**config.mk**
```make
export PLATFORM = sky130hd
export DESIGN_NAME = final2_soc_sysid_rd_port
export DESIGN_NICKNAME = d
export VERILOG_FILES = /design/src/rtl/final2_soc_sysid_pkg.sv /design/src/rtl/final2_soc_sysid_rd_port.sv
export SDC_FILE = /design/constraint.sdc
export NUM_CORES = 1
export LEC_CHECK = 0
export BUFFER_PORTS_ARGS = -buffer_cell sky130_fd_sc_hd__clkbuf_2
export CAP_MARGIN = 20
export CORE_MARGIN = 3
export CORE_UTILIZATION = 49
export CTS_BUF_LIST = sky130_fd_sc_hd__clkbuf_8 sky130_fd_sc_hd__clkbuf_16
export DETAILED_ROUTE_END_ITERATION = 7
export PLACE_DENSITY = 0.75
export SYNTH_ARGS = -nofsm -noshare
export SYNTH_HDL_FRONTEND = slang
export SYNTH_SLANG_ARGS = --single-unit
```
**constraint.sdc**
```tcl
create_clock -name clock -period 1.6 [get_ports clock]
set_input_delay 0.08 -clock clock [delete_from_list [all_inputs] [get_ports clock]]
set_output_delay 0.08 -clock clock [all_outputs]
set_load 0.02 [all_outputs]
```
**src/rtl/final2_soc_sysid_pkg.sv**
```systemverilog
`default_nettype none
// ============================================================================
// Module   : final2_soc_sysid_pkg
// Brief    : Shared types and constants for the sysid boot checker.
// Revision : 1.0
// ============================================================================
package final2_soc_sysid_pkg;

    typedef logic [31:0] sysid_word_t;

    localparam logic SYSID_ADDR_ID = 1'b0;
    localparam logic SYSID_ADDR_TS = 1'b1;

    typedef enum logic [2:0] {
        ST_IDLE   = 3'd0,
        ST_RD_ID  = 3'd1,
        ST_LAT_ID = 3'd2,
        ST_RD_TS  = 3'd3,
        ST_LAT_TS = 3'd4,
        ST_CHECK  = 3'd5,
        ST_DONE   = 3'd6
    } sysid_state_t;

endpackage
`default_nettype wire

```
**src/rtl/final2_soc_sysid_rd_port.sv**
```systemverilog
`default_nettype none
// ============================================================================
// Module   : final2_soc_sysid_rd_port
// Brief    : One Avalon-MM read: strobe, stall/timeout count, latency count.
// Revision : 1.0
// ============================================================================
module final2_soc_sysid_rd_port
    import final2_soc_sysid_pkg::*;
#(
    parameter int READ_LATENCY = 0,
    parameter int TIMEOUT      = 255
) (
    input  logic clock,
    input  logic reset_n,
    input  logic i_rd_active,
    input  logic i_lat_active,
    input  logic i_addr,
    input  logic i_waitrequest,
    output logic o_read,
    output logic o_address,
    output logic o_accept,
    output logic o_timeout,
    output logic o_capture
);

    localparam logic [15:0] c_TMO_LAST = 16'(TIMEOUT - 1);
    localparam logic [1:0]  c_LAT_LAST = (READ_LATENCY > 0) ? 2'(READ_LATENCY - 1) : 2'd0;

    logic [15:0] r_wait_cnt;
    logic [1:0]  r_lat_cnt;
    logic        w_lat_last;

    assign o_read     = i_rd_active;
    assign o_address  = i_rd_active ? i_addr : SYSID_ADDR_ID;
    assign o_accept   = i_rd_active & ~i_waitrequest;
    assign o_timeout  = i_rd_active & i_waitrequest & (r_wait_cnt == c_TMO_LAST);
    assign w_lat_last = i_lat_active & (r_lat_cnt == c_LAT_LAST);
    // With zero latency the data is already valid in the acceptance cycle.
    assign o_capture  = (READ_LATENCY == 0) ? o_accept : w_lat_last;

    always_ff @(posedge clock or negedge reset_n) begin
        if (!reset_n) begin
            r_wait_cnt <= '0;
            r_lat_cnt  <= '0;
        end else begin
            if (i_rd_active & i_waitrequest) begin
                r_wait_cnt <= r_wait_cnt + 16'd1;
            end else begin
                r_wait_cnt <= '0;
            end
            if (i_lat_active & ~w_lat_last) begin
                r_lat_cnt <= r_lat_cnt + 2'd1;
            end else begin
                r_lat_cnt <= '0;
            end
        end
    end

endmodule
`default_nettype wire

```
# Word level (Yosys, flattened, before mapping)
# Index checks and enable logic that the tools add are counted.
# W data, S select, Z words.
# word_totals
in_bits,6
regBits,16
# classes
bitwise,4
addsub,1
muxes,2
n_eq_ne,1
# op_table
op,n
$add A16 B1 Y16 const B,1
$eq A16 B8 Y1 const B,1
$mux W16,1
$and A1 B1 Y1,3
$mux W1,1
$not A1 Y1,1

# Depth between registers and ports, before layout
# depth
depth_word,2
mapped_depth,5
ltp_nobuf,5

# Least setup slack after synthesis
# OpenSTA, ideal clock, no wires.
# synth_path
kind,reg2reg
startpoint,reg r_wait_cnt[0]
endpoint,reg r_wait_cnt[14]
n_path_buf,0
setup_time_ns,0.078
path_stages_with_launch,6
path_slack_ns,0.047
arrival_time_ns,1.475
cell_sequence,dfrtp_1 ha_1 nand2_2 or3_1 or3_1 a21oi_1
# synth_between
elab_chain_cells,2
# synth_lines
element,line,rtl
"start, declared",final2_soc_sysid_rd_port.sv:29,logic [15:0] r_wait_cnt;
"start signal, assigned",final2_soc_sysid_rd_port.sv:47,r_wait_cnt <= r_wait_cnt + 16'd1;
$add A16 B1 Y16,final2_soc_sysid_rd_port.sv:47,
$mux W16,final2_soc_sysid_rd_port.sv:46,if (i_rd_active & i_waitrequest) begin
# No other way between the ends.

# Worst setup path after layout
# Ends and elaborated chain as after synthesis.

==> reports/qor.csv <==
metric,value,unit
diodes,0,
synth-simple-area-share,28.91,%
drive_gt1_share,31.43,%
met3_length,64,um
post-place-cells,114,
critPathMaxFanout,2,
postPlaceCellArea,915.9,um^2
setup.worst_path.end_class,flop,
clock_latency,0.24,ns
first_global_vias,592,
core,0.001559,mm^2
rows,14,
portBuffers,9,
grt_max_degree,17,
io_pins,11,
synth-main-ff-cell,dfrtp_1,
place_hpwl,1115,um
synth_seq_area_share,47.69,%
ys_types,27,
fin_crit_sh,97.38,%
synth_enable_flop_cells,0,
power_density,774.7,mW/mm^2
dr.pass1.iters,4,
reg.largest.list,r_wait_cnt (16),
tns,0,ns
cp.arrival,1.73,ns
syn_nets,96,
finalSetupViolCount,0,
design_area,0.001052,mm^2
synth-xor-area-share,10.43,%
area_delta_synth_final,25.34,%
max_flop_register,r_wait_cnt,
netlist_area,839.6,um^2
synth_compound_area_share,5.961,%
hold_path.class,in -> async,
syn-mean-instance-area,9.540,um^2
grt_pass1_wl,2573,um
holdWs,0.2823,ns
dp_slack,0.009722,ns
synth_most_common_cell,dfrtp_1,
drv_cap,0,
synthTopCellsByArea,"dfrtp_1, xnor2_1, nor2_1",
drt_iter0_drc,5,
rr_worst_depth,5,
antenna_found_initial,0,
synthCells,88,
num_vias,690,
muxShareOfSynthArea,0,%
ys_ff_latch,16,
status,finished clean,
wl_per_cell,13.75,um
cts_root_buffer,clkbuf_8,
fin_cells,121,
wl_met1,736,um
synth_top_family_by_area,simple AND/OR/NAND/NOR gates,
grt_overflow_total,0,
yosys-top-cells-count,"dfrtp_1, nor2_1, xnor2_1, nand3_1, inv_1",
relSlewSlack,74.31,%
ir_worst_vdd,0.0006910,V
cp_data_required_time,1.77,ns
top_layer,met4,
finalHoldViolations,0,
clkTransAtPathRegs,0.06,ns
leakagePower,0.4481,nW
clock-sinks,16,
rsz0062_at_grt,true,
grt_usage,16.76,%
place_congestion,0.7749,
yosysWarnings,0,
cp-start-kind,flop,
die_w,47.39,um
dieArea,0.002246,mm^2
fmax,641.8,MHz
nets,114,
utilization,67.50,%
min_period,1.558,ns
htree_levels,1,
async_reset_ff_share,100.0,%
start_util,53.85,%
clock_path_buffers,2,
cts_inserted_buffers,3,
largest_register_ffs,16,
synthAdderAreaFrac,2.981,%
wl_met2,825,um
path_class,reg -> reg,
yosysTopAreaCell,dfrtp_1,
die_h,47.39,um
worstMarginPinSlew,0.3853,ns
detail-route-antenna-nets,0,
final.setup_skew,0.003009,ns
wl,1664,um
finalMaxSlewViolations,0,
setup_ws,0.04187,ns
finalPower,0.8152,mW
drcViolationCount,0,
yosysTopAreaCellShare,47.69,%
drt-vias-per-instance,5.702,
cts_tree,done,
-- layer usage --
metal	vias to the layer above	GRT usage, %
met4	0	6.630
li1	337	-
met3	6	3.448
met1	329	22.48
met5	-	0
met2	18	26.20
-- path summary, 6_finish.rpt --
path / startpoint / end / slack (ns)
max: r_wait_cnt[0] / r_wait_cnt[14] / 0.04
min: reset_n / r_wait_cnt[4] / 0.28
max reg2reg: r_wait_cnt[0] / r_wait_cnt[14] / 0.04
min reg2reg: r_wait_cnt[7] / r_wait_cnt[7] / 0.58
max in group asynchronous: reset_n / r_wait_cnt[14] / 1.02
min in group clock: i_waitrequest / r_wait_cnt[13] / 0.29
-- power breakdown --
group	total, mW	leakage [nW]	switching (mW)	internal, mW
Sequential	0.409	0.221	0.00227	0.407
Combinational	0.0557	0.198	0.0342	0.0215
Clock	0.350	0.0288	0.132	0.218
Total	0.815	0.448	0.169	0.646
-- area by class of cell --
cell class                      count  area [um^2]
Multi-Input combinational cell     65        454.2
Inverter                            4        15.01
Tap cell                           16        20.02
Clock buffer                        4        55.05
Fill cell                         127        506.7
Sequential cell                    16        401.6
Timing Repair Buffer               16        106.4
-- logic make-up (layout without fill, tap and decap cells) --
| group | Yosys count | after routing |
|---|---|---|
| flops | 16 | 16 |
| fa+ha+maj | 2 | 2 |
| xor+xnor | 10 | 10 |
| simple gates | 45 | 45 |
| compound gates | 8 | 8 |
| buf+inv | 7 | 24 |
-- layout by cell type, fill, tap and decap left out, drive strengths merged, types with 4 or more instances in the layout --
cell	instances
dfrtp	16
nand3	8
nor3	4
nand2	4
inv	4
nor2	15
buf	7
clkbuf	12
xnor2	8
-- critical path, stage by stage, from the launching register on --
cell,delay [ns]
dfrtp_1,0.38
ha_2,0.20
nand2_2,0.06
or3_4,0.38
or3_1,0.33
a21oi_2,0.13
-- what timing repair did --
action,4_1_cts,5_1_grt
endpoints found under the hold margin,16,0
setup endpoints to repair,1,2
pin swaps,0,4
buffers inserted,1,1
resized for setup,0,14
hold buffers,1,0
No activity file was read; power rests on OpenSTA's default activity.
